===== src/rtl/hdmi_video_pkg.sv =====
// -----------------------------------------------------------------------------
// hdmi_video_pkg
// Shared types and constants for the HDMI transmit video guard:
//   - lock_state_t : geometry lock state machine encoding
//   - H_ACTIVE_720P / V_ACTIVE_720P : 1280x720 active geometry
//   - rgb24_t      : packed 24-bit {R,G,B} pixel
//   - BAR_COLORS   : 8 vertical colour bars, left to right
// -----------------------------------------------------------------------------
package hdmi_video_pkg;

  localparam int H_ACTIVE_720P = 1280;
  localparam int V_ACTIVE_720P = 720;

  typedef logic [23:0] rgb24_t;

  typedef enum logic [0:0] {
    UNLOCKED = 1'b0,
    LOCKED   = 1'b1
  } lock_state_t;

  // White, yellow, cyan, green, magenta, red, blue, black
  localparam rgb24_t BAR_COLORS [8] = '{
    24'hFFFFFF, 24'hFFFF00, 24'h00FFFF, 24'h00FF00,
    24'hFF00FF, 24'hFF0000, 24'h0000FF, 24'h000000
  };

endpackage


===== src/rtl/hdmi_colorbar_gen.sv =====
// -----------------------------------------------------------------------------
// hdmi_colorbar_gen
// Generates 8 vertical colour bars of BAR_W pixels each, restarting at every
// line start. The bar position is tracked with a pixel-in-bar counter and a
// saturating bar index, so no divider is needed.
// Ports:
//   pixel_clk   in   video clock
//   reset_n     in   asynchronous active-low reset
//   de          in   data enable of the pixel being generated
//   line_start  in   strobe, high on the first DE-high pixel of a line
//   bar_rgb     out  registered bar colour (0 while DE is low)
// -----------------------------------------------------------------------------
module hdmi_colorbar_gen
  import hdmi_video_pkg::*;
#(
  parameter int BAR_W = 160
) (
  input  logic   pixel_clk,
  input  logic   reset_n,
  input  logic   de,
  input  logic   line_start,
  output rgb24_t bar_rgb
);

  localparam int PXW = (BAR_W > 1) ? $clog2(BAR_W) : 1;

  logic [PXW-1:0] bar_px_r;
  logic [PXW-1:0] cur_px_s;
  logic [PXW-1:0] px_nxt_s;
  logic [2:0]     bar_idx_r;
  logic [2:0]     cur_idx_s;
  logic [2:0]     idx_nxt_s;

  // Position of the current pixel and of the one after it
  always_comb begin
    cur_px_s  = bar_px_r;
    cur_idx_s = bar_idx_r;
    px_nxt_s  = bar_px_r;
    idx_nxt_s = bar_idx_r;
    if (line_start) begin
      cur_px_s  = '0;
      cur_idx_s = 3'd0;
    end else begin
      cur_px_s  = bar_px_r;
      cur_idx_s = bar_idx_r;
    end
    if (de) begin
      if (cur_px_s == PXW'(BAR_W - 1)) begin
        px_nxt_s  = '0;
        idx_nxt_s = (cur_idx_s == 3'd7) ? 3'd7 : cur_idx_s + 3'd1;
      end else begin
        px_nxt_s  = cur_px_s + PXW'(1);
        idx_nxt_s = cur_idx_s;
      end
    end else begin
      px_nxt_s  = bar_px_r;
      idx_nxt_s = bar_idx_r;
    end
  end

  // Bar counters and registered colour output
  always_ff @(posedge pixel_clk or negedge reset_n) begin
    if (!reset_n) begin
      bar_px_r  <= '0;
      bar_idx_r <= 3'd0;
      bar_rgb   <= 24'h000000;
    end else begin
      bar_px_r  <= px_nxt_s;
      bar_idx_r <= idx_nxt_s;
      bar_rgb   <= de ? BAR_COLORS[cur_idx_s] : 24'h000000;
    end
  end

endmodule


===== src/rtl/hdmi_tx_video_guard.sv =====
// -----------------------------------------------------------------------------
// hdmi_tx_video_guard
// Sits between the HDMI formatter and the ADV7513 pins. Measures every frame
// against the expected active geometry, locks after LOCK_FRAMES consecutive
// good frames, and substitutes colour bars while unlocked or when forced.
// Two-stage pipeline: stage 1 registers inputs, detects edges, measures and
// generates bars; stage 2 is the output mux. Syncs/DE always pass through.
// Ports:
//   pixel_clk, reset_n                 clock, async active-low reset
//   vid_de_i, vid_hsync_i, vid_vsync_i upstream DE and active-low syncs
//   vid_r_i, vid_g_i, vid_b_i          upstream pixel
//   force_pattern_i                    async quasi-static bar request
//   data_enable, hsync, vsync          DE/syncs to ADV7513
//   data_r, data_g, data_b             pixel to ADV7513
//   locked_o                           geometry lock status
//   pattern_active_o                   colour bars substituted
//   bad_frame_cnt_o                    saturating bad-frame/timeout count
// -----------------------------------------------------------------------------
module hdmi_tx_video_guard
  import hdmi_video_pkg::*;
#(
  parameter int H_ACTIVE    = H_ACTIVE_720P,
  parameter int V_ACTIVE    = V_ACTIVE_720P,
  parameter int LOCK_FRAMES = 4,
  parameter int TIMEOUT_CYC = 2000000,
  parameter int BAR_W       = H_ACTIVE / 8
) (
  input  logic        pixel_clk,
  input  logic        reset_n,
  input  logic        vid_de_i,
  input  logic        vid_hsync_i,
  input  logic        vid_vsync_i,
  input  logic [7:0]  vid_r_i,
  input  logic [7:0]  vid_g_i,
  input  logic [7:0]  vid_b_i,
  input  logic        force_pattern_i,
  output logic        data_enable,
  output logic        hsync,
  output logic        vsync,
  output logic [7:0]  data_r,
  output logic [7:0]  data_g,
  output logic [7:0]  data_b,
  output logic        locked_o,
  output logic        pattern_active_o,
  output logic [15:0] bad_frame_cnt_o
);

  localparam int TW = $clog2(TIMEOUT_CYC + 1);

  logic        force_meta_r;
  logic        force_sync_r;
  logic        de_r;
  logic        hs_r;
  logic        vs_r;
  logic        de_d_r;
  logic        vs_d_r;
  rgb24_t      rgb_in_r;
  rgb24_t      bar_rgb_s;
  logic        cb_line_start_s;
  logic        line_start_s;
  logic        line_end_s;
  logic        frame_bnd_s;
  logic [11:0] pix_cnt_r;
  logic [10:0] line_cnt_r;
  logic [10:0] line_cnt_eff_s;
  logic        line_err_r;
  logic        line_err_eff_s;
  logic        frame_good_s;
  logic [TW-1:0] timer_r;
  logic        timeout_s;
  lock_state_t state_r;
  lock_state_t state_nxt_s;
  logic [3:0]  good_cnt_r;
  logic [3:0]  good_cnt_nxt_s;
  logic        armed_r;
  logic        armed_nxt_s;
  logic        bad_inc_s;

  // Stage-1 edge events
  assign line_start_s = de_r & ~de_d_r;
  assign line_end_s   = ~de_r & de_d_r;
  assign frame_bnd_s  = ~vs_r & vs_d_r;
  // Bar generator works on the raw input so its registered colour lines up
  // with the stage-1 pixel registers.
  assign cb_line_start_s = vid_de_i & ~de_r;
  assign timeout_s = ~frame_bnd_s && (timer_r == TW'(TIMEOUT_CYC - 1));

  hdmi_colorbar_gen #(
    .BAR_W (BAR_W)
  ) u_colorbar (
    .pixel_clk  (pixel_clk),
    .reset_n    (reset_n),
    .de         (vid_de_i),
    .line_start (cb_line_start_s),
    .bar_rgb    (bar_rgb_s)
  );

  // Two-flop synchroniser for the asynchronous pattern request
  always_ff @(posedge pixel_clk or negedge reset_n) begin
    if (!reset_n) begin
      force_meta_r <= 1'b0;
      force_sync_r <= 1'b0;
    end else begin
      force_meta_r <= force_pattern_i;
      force_sync_r <= force_meta_r;
    end
  end

  // Stage-1 input registers and edge-detect delays
  always_ff @(posedge pixel_clk or negedge reset_n) begin
    if (!reset_n) begin
      de_r     <= 1'b0;
      hs_r     <= 1'b1;
      vs_r     <= 1'b1;
      de_d_r   <= 1'b0;
      vs_d_r   <= 1'b1;
      rgb_in_r <= 24'h000000;
    end else begin
      de_r     <= vid_de_i;
      hs_r     <= vid_hsync_i;
      vs_r     <= vid_vsync_i;
      de_d_r   <= de_r;
      vs_d_r   <= vs_r;
      rgb_in_r <= {vid_r_i, vid_g_i, vid_b_i};
    end
  end

  // Fold a line ending in this cycle into the frame totals before judging
  always_comb begin
    line_cnt_eff_s = line_cnt_r;
    line_err_eff_s = line_err_r;
    if (line_end_s) begin
      line_cnt_eff_s = (line_cnt_r == 11'h7FF) ? 11'h7FF : line_cnt_r + 11'd1;
      line_err_eff_s = line_err_r | (pix_cnt_r != 12'(H_ACTIVE));
    end else begin
      line_cnt_eff_s = line_cnt_r;
      line_err_eff_s = line_err_r;
    end
    frame_good_s = ~line_err_eff_s && (line_cnt_eff_s == 11'(V_ACTIVE));
  end

  // Pixel and line measurement counters
  always_ff @(posedge pixel_clk or negedge reset_n) begin
    if (!reset_n) begin
      pix_cnt_r  <= 12'd0;
      line_cnt_r <= 11'd0;
      line_err_r <= 1'b0;
    end else begin
      if (line_start_s) begin
        pix_cnt_r <= 12'd1;
      end else if (de_r && pix_cnt_r != 12'hFFF) begin
        pix_cnt_r <= pix_cnt_r + 12'd1;
      end
      if (frame_bnd_s) begin
        line_cnt_r <= 11'd0;
        line_err_r <= 1'b0;
      end else begin
        line_cnt_r <= line_cnt_eff_s;
        line_err_r <= line_err_eff_s;
      end
    end
  end

  // Cycles since the last frame boundary
  always_ff @(posedge pixel_clk or negedge reset_n) begin
    if (!reset_n) begin
      timer_r <= '0;
    end else if (frame_bnd_s || timeout_s) begin
      timer_r <= '0;
    end else begin
      timer_r <= timer_r + TW'(1);
    end
  end

  // Lock state machine: next state, good-frame count, arming
  always_comb begin
    state_nxt_s    = state_r;
    good_cnt_nxt_s = good_cnt_r;
    armed_nxt_s    = armed_r;
    bad_inc_s      = 1'b0;
    if (timeout_s) begin
      state_nxt_s    = UNLOCKED;
      good_cnt_nxt_s = 4'd0;
      armed_nxt_s    = 1'b0;
      bad_inc_s      = 1'b1;
    end else if (frame_bnd_s) begin
      if (!armed_r) begin
        // First boundary only closes the partial frame
        armed_nxt_s = 1'b1;
      end else begin
        case (state_r)
          UNLOCKED: begin
            if (frame_good_s) begin
              good_cnt_nxt_s = good_cnt_r + 4'd1;
              state_nxt_s    = (good_cnt_r + 4'd1 == 4'(LOCK_FRAMES)) ? LOCKED : UNLOCKED;
            end else begin
              good_cnt_nxt_s = 4'd0;
              bad_inc_s      = 1'b1;
            end
          end
          LOCKED: begin
            if (frame_good_s) begin
              state_nxt_s = LOCKED;
            end else begin
              state_nxt_s    = UNLOCKED;
              good_cnt_nxt_s = 4'd0;
              bad_inc_s      = 1'b1;
            end
          end
          default: begin
            state_nxt_s    = UNLOCKED;
            good_cnt_nxt_s = 4'd0;
          end
        endcase
      end
    end else begin
      state_nxt_s = state_r;
    end
  end

  // Lock state registers and status outputs
  always_ff @(posedge pixel_clk or negedge reset_n) begin
    if (!reset_n) begin
      state_r          <= UNLOCKED;
      good_cnt_r       <= 4'd0;
      armed_r          <= 1'b0;
      locked_o         <= 1'b0;
      pattern_active_o <= 1'b1;
      bad_frame_cnt_o  <= 16'd0;
    end else begin
      state_r    <= state_nxt_s;
      good_cnt_r <= good_cnt_nxt_s;
      armed_r    <= armed_nxt_s;
      locked_o   <= (state_nxt_s == LOCKED);
      // Pattern choice only moves at a frame boundary: no mid-frame switch
      if (frame_bnd_s) begin
        pattern_active_o <= (state_nxt_s != LOCKED) || force_sync_r;
      end
      if (bad_inc_s && bad_frame_cnt_o != 16'hFFFF) begin
        bad_frame_cnt_o <= bad_frame_cnt_o + 16'd1;
      end
    end
  end

  // Stage-2 output mux
  always_ff @(posedge pixel_clk or negedge reset_n) begin
    if (!reset_n) begin
      data_enable <= 1'b0;
      hsync       <= 1'b1;
      vsync       <= 1'b1;
      data_r      <= 8'd0;
      data_g      <= 8'd0;
      data_b      <= 8'd0;
    end else begin
      data_enable <= de_r;
      hsync       <= hs_r;
      vsync       <= vs_r;
      {data_r, data_g, data_b} <= pattern_active_o ? bar_rgb_s : rgb_in_r;
    end
  end

endmodule


===== config.mk =====
export PLATFORM = sky130hd
export DESIGN_NAME = hdmi_tx_video_guard
export DESIGN_NICKNAME = d
export VERILOG_FILES = /design/src/rtl/hdmi_video_pkg.sv /design/src/rtl/hdmi_colorbar_gen.sv /design/src/rtl/hdmi_tx_video_guard.sv
export SDC_FILE = /design/constraint.sdc
export NUM_CORES = 1
export LEC_CHECK = 0
export ABC_AREA = 1
export CORE_ASPECT_RATIO = 0.9
export CORE_MARGIN = 3
export CORE_UTILIZATION = 55
export CTS_BUF_LIST = sky130_fd_sc_hd__clkbuf_4 sky130_fd_sc_hd__clkbuf_8
export CTS_CLUSTER_SIZE = 25
export DETAILED_ROUTE_END_ITERATION = 8
export DONT_BUFFER_PORTS = 1
export PLACE_DENSITY = 0.7
export SYNTH_ARGS = -nofsm -noshare
export SYNTH_HDL_FRONTEND = slang
export SYNTH_SLANG_ARGS = --single-unit

===== constraint.sdc =====
create_clock -name pixel_clk -period 5.55 [get_ports pixel_clk]
set_clock_uncertainty 0.05 [all_clocks]
set_input_delay 0.555 -clock pixel_clk [delete_from_list [all_inputs] [get_ports pixel_clk]]
set_output_delay 0.555 -clock pixel_clk [all_outputs]
set_load 0.01 [all_outputs]

==> impl_metrics.tcl <==
set metrics [dict create \
    status "finished, final reports clean" \
    grt.total_usage_pct 20.4 \
    yosys-top-cells-count "nand2_1, dfrtp_1, inv_1" \
    drive_gt1_share_pct 9.43 \
    ios 75 \
    ys.warnings.count 0 \
    cp_max_fo 19 \
    gp_congestion 0.860 \
    grt_pass1_wl_mm 20.8 \
    drc 0 \
    startpoint_type "flop" \
    period_minus_slack_ns 2.84 \
    finalHoldViolations 0 \
    die_area_um2 12800 \
    syn_inst 731 \
    syn_nets 769 \
    r2r_slack_ns 2.71 \
    synth-edff-count 0 \
    grt_overflow 0 \
    die_x_um 119 \
    yosysTopAreaCell "dfrtp_1" \
    portBuffers 0 \
    reg2regPathDepth 10 \
    area_growth_pct 9.14 \
    yosys_most_used_dff "dfrtp_1" \
    root_buffer "clkbuf_8" \
    initial_utilization_pct 57.4 \
    design.core.area_um2 11000 \
    antenna_found_initial 0 \
    instances_no_fill 905 \
    worstPathCellList "inv_1 > nor2_1 > inv_1 > nor2_1 > inv_1 > o21bai_4 > nand2_4 > nand2_4 > nand2_1 > nand2_1" \
    cp_slowest_cell "nor2_1" \
    synth.distinct_cells 40 \
    cts_inserted_buffers 17 \
    synth_top_cells_by_area "dfrtp_1, nand2_1, inv_1" \
    chipHeight_um 108 \
    cts_tree "built" \
    synthArstFlopShare_pct 100 \
    placementRows 36 \
    drtAntennaViolNets 0 \
    rsz0062_at_grt "false" \
    postCtsSetupBuffers 0 \
    fin_crit_sh_pct 51.2 \
    syn_area_per_cell_um2 8.63 \
    drt_wl_total_mm 12.2 \
    top_usage_layer "met2" \
    ctsLongestPathBuffers 2 \
    setup_viol 0 \
    nets 779 \
    synth_seq_area_share_pct 54.8 \
    setup-tns-final_ns 0 \
    worst_ep_required_time_ns 5.83 \
    hpwl_mm 8.47 \
    min_path_type "input pin to asynchronous set/reset pin" \
    use_met3_pct 5.94 \
    crit_path_end_kind "flop" \
    leakage_nw 3.33 \
    grt_max_degree 139 \
    viasPerCell 5.27 \
    slew_headroom_pct 44.0 \
    slew_viol_final 0 \
    max-cap-violations 0 \
    clock_sinks 138 \
    clk-insertion-delay-late_ns 0.44 \
    drtIter0Drc 290 \
    r2r_end "bad_frame_cnt_o[2]$_DFFE_PN0P_" \
    criticalPathCategory "flop to flop" \
    place_inst 873 \
    n_antenna_cell 0 \
    fmax_ghz 0.352 \
    cp_data_arrival_time_ns 3.12 \
    cellPowerDensity_nw_per_um2 310 \
    yosys_register_bits 138 \
    use_met2_pct 31.1 \
    crit_path_frequent_cell "inv_1" \
    ir_drop_v 0.000201 \
    tightest_slew_ns 0.837 \
    firstDrtPassIters 6 \
    use_met1_pct 28.3 \
    vias 4773 \
    critical_path.max_stage_delay_ns 0.63 \
    synth.most_common_cell "nand2_1" \
    path_clk_slew_ns 0.08 \
    synth_top_cell_area_share_pct 52.7 \
    endpoint "bad_frame_cnt_o[2]$_DFFE_PN0P_" \
    r2r-start "vsync$_DFF_PN1_" \
    startpoint "vsync$_DFF_PN1_" \
    wire_per_inst_um 13.5 \
    netlist_area_um2 6310 \
    first_global_vias 4418 \
    cts_htree_levels 4 \
]
[timing repair]
item,CTS,global route
resized for setup,0,0
hold buffers,1,0
endpoints found under the hold margin,138,0
[critical path: cells and delay by family (launching register included)]
family / cells / cell delay, ns
AO/OA/AOI/OAI: 1 / 0.19
AND/OR/NAND/NOR: 6 / 1.45
flip-flops: 1 / 0.57
buffers and inverters: 3 / 0.44
[where the power goes]
group	total [mW]	leakage [nW]	switching, mW	internal [mW]
combinational	0.160	1.36	0.107	0.0538
sequential	1.14	1.76	0.0652	1.07
clock	0.837	0.207	0.386	0.451
total	2.13	3.33	0.558	1.58
[area by class of cell]
cell class / instances / area [µm²]
inverters: 88 / 330
fillers: 935 / 4100
clock buffers: 18 / 241
repair buffers: 1 / 27.5
flip-flops and latches: 138 / 3460
clock inverters: 13 / 169
well taps: 152 / 190
multi-input cells: 495 / 2470
[worst min path at each step]
stage	endpoint	slack, ns
floorplan	armed_r$_DFFE_PN0N_	0.21
global placement	pix_cnt_r[10]$_DFFE_PN0P_	0.21
detailed placement	pix_cnt_r[0]$_DFFE_PN0P_	0.21
CTS	vs_r$_DFF_PN1_	0.02
global route	vs_r$_DFF_PN1_	0.004
finish	pix_cnt_r[8]$_DFFE_PN0P_	0.01
[layout by cell type, fill, tap and decap left out, types with 2 or more instances in the layout]
cell type and count:
clkbuf_8 17, or2_1 2, nand2_1 200, xor2_1 12, clkinv_4 4, nand3_2 6
nor2_8 2, a221oi_1 2, xnor2_1 8, nor2_1 74, ha_1 8, inv_6 3
nand4_1 12, inv_2 5, o21a_1 2, a2bb2oi_1 2, dfstp_2 5, nand2_4 2
inv_1 83, nor3_1 24, o22ai_1 4, a21oi_1 23, a31oi_1 4, nor4_1 6
nand3_1 52, nand2_2 9, nor2_2 4, bufinv_16 3, o21ai_0 26, clkinv_2 2
dfrtp_1 133
[cells by family after synthesis]
kind of cell             Yosys count  share of synthesized area (%)
AO/OA/AOI/OAI                     67                           6.19
buffers and inverters             98                           6.05
AND/OR/NAND/NOR                  400                           28.6
adder cells (fa/ha/maj)            8                           1.59
XOR/XNOR                          20                           2.78
flip-flops                       138                           54.8
[flip-flops by register name, indices dropped and copies added (netlist names), 3 cells and up]
name                  cells
bad_frame_cnt_o          16
line_cnt_r               11
good_cnt_r                4
u_colorbar.bar_rgb        3
data_b                    8
u_colorbar.bar_px_r       8
timer_r                  21
data_g                    8
rgb_in_r                 24
data_r                    8
u_colorbar.bar_idx_r      3
pix_cnt_r                12
[layer usage]
layer	vias to the layer above	share of wire [%]
met5	-	0
met4	0	1.2
met3	15	5.0
met2	114	48
met1	2278	46
li1	2366	-
[per-stage QoR]
step	worst slack (ns)	cell area, µm²	util [%]	total power [mW]	hold WS, ns
2_1_floorplan	3.57	6310	-	1.26	0.209
3_3_place_gp	2.83	6450	58.7	1.29	0.213
3_5_place_dp	2.70	6450	58.7	1.30	0.213
4_1_cts	2.67	6890	62.7	2.16	0.0175
5_1_grt	2.38	6890	62.7	2.24	0.00406
6_report	2.71	6890	62.7	2.13	0.0129
Power figures use the tool's default switching activity.
==> RTL change: new RTL, same settings <==
Set the parameter `TIMEOUT_CYC` to 4000000 (it was 2000000).
--- a/src/rtl/hdmi_tx_video_guard.sv
+++ b/src/rtl/hdmi_tx_video_guard.sv
@@ -24,3 +24,3 @@
   parameter int LOCK_FRAMES = 4,
-  parameter int TIMEOUT_CYC = 2000000,
+  parameter int TIMEOUT_CYC = 4000000,
   parameter int BAR_W       = H_ACTIVE / 8
Formal check against the unedited RTL: no difference found for any inputs over 10 cycles, from zero or initial values and one cycle with reset_n low; that may be too few to reach the edited logic, so the function may still have changed.
==> RTL change against the unedited design <==
The flow now finishes with violations (hold timing); core utilization rose by 0.22 points; wire length rose by 2.0%; synthesized cell count rose by 3.0%; power fell by 2.7%; synthesized area rose by 1.5%; via count rose by 2.8%; design area rose by 1.2%; sequential cell count rose by 1; setup slack improved by 0.045 ns; largest cell class unchanged.
==> RTL change: results (changes against the unedited design) <==
cpPeakStageDelay_ns: 0.64
syn-num-nets: 791  # +2.9%
peakVddDrop_uv: 188  # -6.5%
clk_pin_slew_ns: 0.09
synth-seq-area-share_pct: 54.4  # -0.41 points
yosys-top-cells-area: "dfrtp_1 52%, nand2_1 12%, inv_1 5.7%"
p_sw_w: 0.000580  # +4.0%
cp_top_family: "simple AND/OR/NAND/NOR gates"
numPortBuffers: 0  # unchanged
yosys_warnings: 0  # unchanged
finalHoldViolations: 7  # +7
whs_ns: -0.0169  # -0.0297 ns
finalNetCount: 803  # +3.1%
cp.arrival_ns: 3.07  # -0.05 ns
grt_first_pass_wirelength_um: 21600  # +3.6%
path_max_fanout: 18  # -1
grt_pass1_vias: 4691  # +6.2%
vias: 4905  # +2.8%
drive_gt1_share_pct: 7.71  # -1.7 points
async_reset_ff_share_pct: 100  # unchanged
synth_cell_types: 36  # -10%
leakage_nw: 3.34  # +0.26%
routed_wl_um: 12400  # +2.0%
grt_max_degree: 140  # +0.72%
place_ws_ns: 2.76  # +0.0558 ns
largestRegisters: "rgb_in_r x24, timer_r x22, bad_frame_cnt_o x16"
gr-usage-all-layers_pct: 20.5  # +0.12 points
yosys-top-cells-count: "203 x nand2_1, 134 x dfrtp_1, 97 x inv_1"
globalplace.congestion: 0.894  # +4.0%
drtIter0Drc: 394  # +36%
dpl.hpwl_um: 8840  # +4.4%
nFillCells: 961  # +2.8%
outcome: "finished with violations"
violations: "hold timing"
tightest_slew_ns: 0.859  # +0.0215 ns
drt-pass1-iter-count: 5  # -1
numCtsBuffers: 17  # unchanged
[RTL change: final timing paths]
kind	to	depth (start not counted)	slack (ns)	startpoint
max	bad_frame_cnt_o[14]$_DFFE_PN0P_	10	2.75	vsync$_DFF_PN1_
min	pix_cnt_r[4]$_DFFE_PN0P_	1	-0.02	reset_n
max reg2reg	bad_frame_cnt_o[14]$_DFFE_PN0P_	10	2.75	vsync$_DFF_PN1_
min reg2reg	force_sync_r$_DFF_PN0_	0	0.31	force_meta_r$_DFF_PN0_
max in group asynchronous	data_r[5]$_DFF_PN0_	1	4.88	reset_n
min in group pixel_clk	vs_r$_DFF_PN1_	0	0.06	vid_vsync_i
[RTL change: cell families (layout without fill, tap and decap cells)]
logic type / after synthesis / after routing / synth area share [%]
xor+xnor: 25 / 25 / 3.42
fa+ha+maj: 8 / 8 / 1.56
flops: 139 / 139 / 54.4
buf+inv: 109 / 134 / 6.58
compound gates: 60 / 60 / 5.35
simple gates: 412 / 412 / 28.7
[RTL change: power by group through the flow]
| stage | Combinational, W | Clock, W | Sequential, W |
|---|---|---|---|
| floorplan | 0.000111 | 0 | 0.00114 |
| global placement | 0.000125 | 0 | 0.00115 |
| detailed placement | 0.000133 | 0 | 0.00115 |
| CTS | 0.000156 | 0.000818 | 0.00113 |
| global route | 0.000178 | 0.000869 | 0.00114 |
| finish | 0.000153 | 0.000798 | 0.00113 |
[RTL change: what timing repair did]
item | 4_1_cts | 5_1_grt
resized for setup | 0 | 0
hold buffers | 1 | 0
hold endpoints to repair | 139 | 0
buffers inserted | 0 | 0
setup endpoints to repair | 0 | 0
[RTL change: routing by layer]
metal	GRT usage, %	part of all wire [%]	vias up
met5	0	0	-
met4	6.46	1.0	0
met3	5.81	5.3	9
met2	33.4	48	118
met1	26.9	45	2339
li1	-	-	2439
[RTL change: final cells by class]
cell class	instances	share of cell area, %
sequential	139	50.0
multi-input combinational	505	35.8
inverter	101	5.44
clock buffer	17	3.36
tap	152	2.73
clock inverter	15	2.23
timing repair buffer	1	0.395
[RTL change: through the flow]
stage,util [%],std cells,area (um^2),hold slack [ns]
after floorplan,-,753,6400,0.209
after global placement,59.1,897,6550,0.213
after detailed placement,59.1,897,6550,0.213
after CTS,62.9,930,6970,0.0299
after global routing,62.9,930,6970,0.0153
final,62.9,930,6970,-0.0169
